File: src/rtl/serial_subtractor.sv
`timescale 1ns/1ps
`default_nettype none
// ============================================================================
// Module      : serial_subtractor
// Description : Bit-serial two's-complement subtractor (a - b - borrow_in),
//               LSB first, one bit per clock, valid/ready on both sides.
//               Define SERIAL_SUB_OVERFLOW_EN to add the o_overflow port.
// Revision    : 1.0 - initial release
// ============================================================================
module serial_subtractor #(
    parameter int WIDTH = 8,
    parameter int CNT_W = $clog2(WIDTH)
) (
    input  logic             i_clk,
    input  logic             i_rst_n,
    input  logic             i_valid,
    output logic             o_ready,
    input  logic [WIDTH-1:0] i_a,
    input  logic [WIDTH-1:0] i_b,
    input  logic             i_borrow,
    output logic             o_valid,
    input  logic             i_ready,
    output logic [WIDTH-1:0] o_diff,
    output logic             o_borrow
`ifdef SERIAL_SUB_OVERFLOW_EN
    ,
    output logic             o_overflow
`endif
);

    localparam logic [1:0] S_IDLE  = 2'd0;
    localparam logic [1:0] S_SHIFT = 2'd1;
    localparam logic [1:0] S_DONE  = 2'd2;

    localparam logic [CNT_W-1:0] C_LAST_CNT = CNT_W'(WIDTH - 1);

    logic [1:0]       state_q, state_d;
    logic [WIDTH-1:0] sa_q, sa_d;
    logic [WIDTH-1:0] sb_q, sb_d;
    logic [WIDTH-1:0] res_q, res_d;
    logic             br_q, br_d;
    logic [CNT_W-1:0] cnt_q, cnt_d;

    logic             w_a0;
    logic             w_b0;
    logic             w_diff_bit;
    logic             w_borrow_next;
    logic             w_last;

`ifdef SERIAL_SUB_OVERFLOW_EN
    logic             a_msb_q, a_msb_d;
    logic             b_msb_q, b_msb_d;
    logic             ovf_q, ovf_d;
`endif

    // Single full-subtractor cell
    assign w_a0          = sa_q[0];
    assign w_b0          = sb_q[0];
    assign w_diff_bit    = w_a0 ^ w_b0 ^ br_q;
    assign w_borrow_next = (~w_a0 & w_b0) | (~(w_a0 ^ w_b0) & br_q);
    assign w_last        = (cnt_q == C_LAST_CNT);

    // State register
    always_ff @(posedge i_clk or negedge i_rst_n) begin
        if (!i_rst_n) begin
            state_q <= S_IDLE;
        end else begin
            state_q <= state_d;
        end
    end

    // Next-state logic
    always_comb begin
        state_d = state_q;
        case (state_q)
            S_IDLE:  if (i_valid) state_d = S_SHIFT;
            S_SHIFT: if (w_last)  state_d = S_DONE;
            S_DONE:  if (i_ready) state_d = S_IDLE;
            default: state_d = S_IDLE;
        endcase
    end

    // Datapath next values; operands are only sampled in IDLE
    always_comb begin
        sa_d  = sa_q;
        sb_d  = sb_q;
        res_d = res_q;
        br_d  = br_q;
        cnt_d = cnt_q;
`ifdef SERIAL_SUB_OVERFLOW_EN
        a_msb_d = a_msb_q;
        b_msb_d = b_msb_q;
        ovf_d   = ovf_q;
`endif
        case (state_q)
            S_IDLE: begin
                if (i_valid) begin
                    sa_d  = i_a;
                    sb_d  = i_b;
                    br_d  = i_borrow;
                    cnt_d = '0;
                    res_d = '0;
`ifdef SERIAL_SUB_OVERFLOW_EN
                    a_msb_d = i_a[WIDTH-1];
                    b_msb_d = i_b[WIDTH-1];
                    ovf_d   = 1'b0;
`endif
                end
            end
            S_SHIFT: begin
                res_d = {w_diff_bit, res_q[WIDTH-1:1]};
                sa_d  = sa_q >> 1;
                sb_d  = sb_q >> 1;
                br_d  = w_borrow_next;
                cnt_d = cnt_q + CNT_W'(1);
`ifdef SERIAL_SUB_OVERFLOW_EN
                // The bit produced on the last cycle is the result MSB
                if (w_last) begin
                    ovf_d = (a_msb_q ^ b_msb_q) & (a_msb_q ^ w_diff_bit);
                end
`endif
            end
            default: ;
        endcase
    end

    // Datapath registers
    always_ff @(posedge i_clk or negedge i_rst_n) begin
        if (!i_rst_n) begin
            sa_q  <= '0;
            sb_q  <= '0;
            res_q <= '0;
            br_q  <= 1'b0;
            cnt_q <= '0;
`ifdef SERIAL_SUB_OVERFLOW_EN
            a_msb_q <= 1'b0;
            b_msb_q <= 1'b0;
            ovf_q   <= 1'b0;
`endif
        end else begin
            sa_q  <= sa_d;
            sb_q  <= sb_d;
            res_q <= res_d;
            br_q  <= br_d;
            cnt_q <= cnt_d;
`ifdef SERIAL_SUB_OVERFLOW_EN
            a_msb_q <= a_msb_d;
            b_msb_q <= b_msb_d;
            ovf_q   <= ovf_d;
`endif
        end
    end

    // Outputs decode flops only; the result is masked so a partial value never leaks
    always_comb begin
        o_ready  = (state_q == S_IDLE);
        o_valid  = (state_q == S_DONE);
        o_diff   = (state_q == S_DONE) ? res_q : '0;
        o_borrow = (state_q == S_DONE) & br_q;
`ifdef SERIAL_SUB_OVERFLOW_EN
        o_overflow = (state_q == S_DONE) & ovf_q;
`endif
    end

endmodule
`default_nettype wire

File: config.mk
export PLATFORM = sky130hd
export DESIGN_NAME = serial_subtractor
export DESIGN_NICKNAME = d
export VERILOG_FILES = /design/src/rtl/serial_subtractor.sv
export SDC_FILE = /design/constraint.sdc
export NUM_CORES = 1
export LEC_CHECK = 0
export CAP_MARGIN = 20
export CORE_MARGIN = 3
export CORE_UTILIZATION = 47
export CTS_BUF_LIST = sky130_fd_sc_hd__clkbuf_4
export CTS_CLUSTER_DIAMETER = 50
export DETAILED_ROUTE_END_ITERATION = 7
export PLACE_DENSITY_LB_ADDON = 0.12
export SLEW_MARGIN = 20
export SYNTH_ARGS = -nofsm -noshare
export SYNTH_HDL_FRONTEND = slang
export SYNTH_SLANG_ARGS = --single-unit
File: constraint.sdc
create_clock -name i_clk -period 1.05 [get_ports i_clk]
set_input_delay 0.21 -clock i_clk [delete_from_list [all_inputs] [get_ports i_clk]]
set_output_delay 0.21 -clock i_clk [all_outputs]
set_load 0.01 [all_outputs]
==> parameters.txt <==
Parameter                              Value

Run status
  Outcome    complete, but fails checks
  Violated checks    negative setup slack

Logic synthesis
  Fraction of the yosys area taken by sequential cells    0.483
  Mean instance size in the synthesized netlist    roughly 11 sq um
  Post-synth EDFFs    0
  Summed instance area of the synthesized netlist    approximately 1600 sq um
  Most instantiated flip-flop cell in the synthesis netlist    sky130_fd_sc_hd__dfrtp_1
  Number of register bits inferred by synthesis    30
  Post-synth top area cell    sky130_fd_sc_hd__dfrtp_1
  Syn Nets    160
  Area share of the largest cell type after synthesis    0.483
  Count of different cell masters after synthesis    23
  Synth area leaders    sky130_fd_sc_hd__dfrtp_1, sky130_fd_sc_hd__nor4b_1, sky130_fd_sc_hd__nor3b_1
  Yosys warnings    0
  Synthesized instance count    roughly 140
  Proportion of register bits with asynchronous set or reset after synthesis    1.00

Route
  Wire length reported by the detailed router    around 4700 um
  First DRT Iteration DRCs    115
  Antenna-violating nets left    0
  Average detailed-routed wire length per instance    ~19 um
  Vias per inst    5.66
  Final routed DRC violation total    0
  Drt first pass iters    5
  Count of vias placed by the detailed router    about 1400

Global route
  GR Util All Layers    0.236
  Initial antenna violation count    0
  Wire length of the first global-routing pass    7160 um
  Via count of the first global-routing pass    ~1400
  Total congestion overflow after global routing    0
  Pin count of the biggest net entering global routing    31

Power and ir drop
  Ratio of total power to cell area    2510 nW/um^2
  Total leakage power    1.13 nW
  Clock power share    0.106
  Share of total power consumed by net switching    0.377
  Net load switching power    2.46 mW
  Comb pwr share    0.576
  Part of the power in registers    0.318
  Worst-case vdd ir drop    ~1.5 mV
  Internal Dissipation    4.06 mW

Clocking
  Number of sinks driven by the clock tree    30
  Total clock buffers created by CTS    5
  Deepest clock path buffer count    2
  Clock tree from TritonCTS    done
  Post-CTS Hold Fix Bufs    0
  CTS H-tree lvls    2
  Clock insertion delay at the later pin of the skew report    ~340 ps
  Clock root buffer    sky130_fd_sc_hd__clkbuf_4
  CTS clk-pin slew, worst paths    ~100 ps

Timing
  Final number of hold-violating endpoints    0
  Final Cycle Share    1.52
  Final count of pins violating max slew    0
  Final-report setup violation count    roughly 40
  Actual transition at the worst max-transition pin    between 300 and 400 ps
  Unrepaired setup endpoints after global routing    true
  Max Clock Freq    around 630 MHz
  Setup clock skew after layout    9.30 ps
  Final critical path time including I/O delays and setup    between 1500 and 2000 ps
  Max-slew headroom at the worst pin    0.771
  Final WS setup    -548 ps

Worst setup path
  Endpoint class of the critical path    output port
  Type of the worst setup path    reg2out
  Kind of start point of the critical path    register
  Data arrival time of the critical path    around 1400 ps
  Crit-path max FO    5
  Required time reported for the critical path endpoint    840 ps

Placed design
  Detailed placer's ending HPWL    about 2500 um
  Number of port buffers    31
  Gpl congestion    roughly 0.75
  Cell count after placement    220
  Cell area after placement    roughly 2200 sq um

Die
  Core region area    just over 3000 sq um
  I/O pin count    32
  Area of the die    between 4000 and 5000 sq um
  Die Span Y    63.5 um
  Row count    20
  Die width    roughly 64 um
  Initial core utilization    0.501

Finish
  Filler cell count in the final layout    between 150 and 200
  Post-route insts no fill    247
  Final cell area excluding filler cells    between 2000 and 3000 sq um
  Area of the multi-input gates    roughly 920 sq um
  Area growth from synthesis to layout    66.9%
  Diode count    0
  Layout cells sized above 1    0.547
  Total area of sequential cells    between 700 and 800 sq um
  Final net count    roughly 230
  Core occupancy in the finished layout    0.836

Job
  Max-Cap Viols    0

Hold path
  Hold crit path type    in2async
layer usage:
metal | global-route usage | part of all wire | vias up
li1 | - | - | 629
met1 | 0.274 | 0.39 | 702
met2 | 0.392 | 0.51 | 50
met3 | 0.0677 | 0.054 | 16
met4 | 0.127 | 0.039 | 0
met5 | 0 | 0 | -
final cells by class:
class,count,area share
Inverter,16,0.0232
Multi-Input combinational cell,79,0.356
Timing Repair Buffer,70,0.288
Sequential cell,30,0.290
Clock inverter,2,0.00338
Clock buffer,6,0.0174
Tap cell,44,0.0212
path summary, 6_finish.rpt:
check                                start    endpoint  slack (ps)  depth (start not counted)
worst max-delay path            state_q[0]   o_diff[5]        -550                          4
worst min-delay path               i_rst_n  state_q[1]         220                          2
worst max register to register  state_q[1]        br_q        -510                          6
worst min register to register     sb_q[7]     sb_q[7]         500                          1
max in group asynchronous          i_rst_n  state_q[0]         660                          2
min in group i_clk                 sb_q[7]     sb_q[7]         500                          1
cell families (layout without fill, tap and decap cells):
| kind of cell | count (synthesis) | after routing | synth area share |
|---|---|---|---|
| AND/OR/NAND/NOR | 43 | 45 | 0.206 |
| AO/OA/AOI/OAI | 30 | 30 | 0.187 |
| flip-flops | 30 | 30 | 0.483 |
| buffers and inverters | 29 | 94 | 0.0878 |
| adder cells (fa/ha/maj) | 3 | 3 | 0.0290 |
| multiplexers | 1 | 1 | 0.00725 |
placed cells by master, fill, tap and decap left out, types with 9 or more instances in the layout:
master	n
sky130_fd_sc_hd__a211oi_2	14
sky130_fd_sc_hd__a22o_1	11
sky130_fd_sc_hd__and2_4	9
sky130_fd_sc_hd__buf_4	21
sky130_fd_sc_hd__buf_6	22
sky130_fd_sc_hd__clkdlybuf4s50_1	20
sky130_fd_sc_hd__dfrtp_1	29
sky130_fd_sc_hd__inv_1	14
sky130_fd_sc_hd__nor3b_1	11
sky130_fd_sc_hd__nor4b_2	9
power groups by stage:
stage               Sequential, mW  Clock (mW)  Combinational [mW]
global route                  2.13       0.786                4.01
floorplan                     1.96           0                1.87
CTS                           2.03       0.710                3.31
finish                        2.07       0.689                3.76
global placement              1.99           0                2.59
detailed placement            2.03           0                2.70
flip-flops by register name, summed over array words and instances (netlist names):
name / cells
res_q: 8
sa_q: 8
sb_q: 8
cnt_q: 3
state_q: 2
br_q: 1
critical path: stages (launching register included):
cell                      delay [ps]
sky130_fd_sc_hd__dfrtp_2         470
sky130_fd_sc_hd__buf_12          140
sky130_fd_sc_hd__nor2b_4         160
sky130_fd_sc_hd__and2_4          170
sky130_fd_sc_hd__buf_6            90
metrics by stage:
step,TNS (ps),hold WS [ps],power (mW),worst slack (ps)
floorplan,-1570,-85.6,3.84,-112
global placement,-14630,481,4.58,-484
detailed placement,-15470,483,4.73,-517
CTS,-16320,218,6.05,-536
global route,-20410,212,6.92,-605
finish,-18490,223,6.52,-548
synthesized netlist by cell type, types with 3 or more instances:
cell / count
sky130_fd_sc_hd__inv_1: 16
sky130_fd_sc_hd__a22o_1: 11
sky130_fd_sc_hd__a211oi_2: 7
sky130_fd_sc_hd__and2_1: 9
sky130_fd_sc_hd__nor4b_1: 14
sky130_fd_sc_hd__a211oi_1: 7
sky130_fd_sc_hd__dfrtp_1: 30
sky130_fd_sc_hd__buf_2: 7
sky130_fd_sc_hd__nor3b_1: 14
sky130_fd_sc_hd__buf_4: 3
what timing repair did:
action / 4_1_cts / 5_1_grt
setup buffers: 14 / 4
resized for setup: 82 / 19
endpoints found under the setup margin: 41 / 41
gates cloned: 2 / 1
pin swaps: 4 / 9
(Power assumes the default switching activity.)
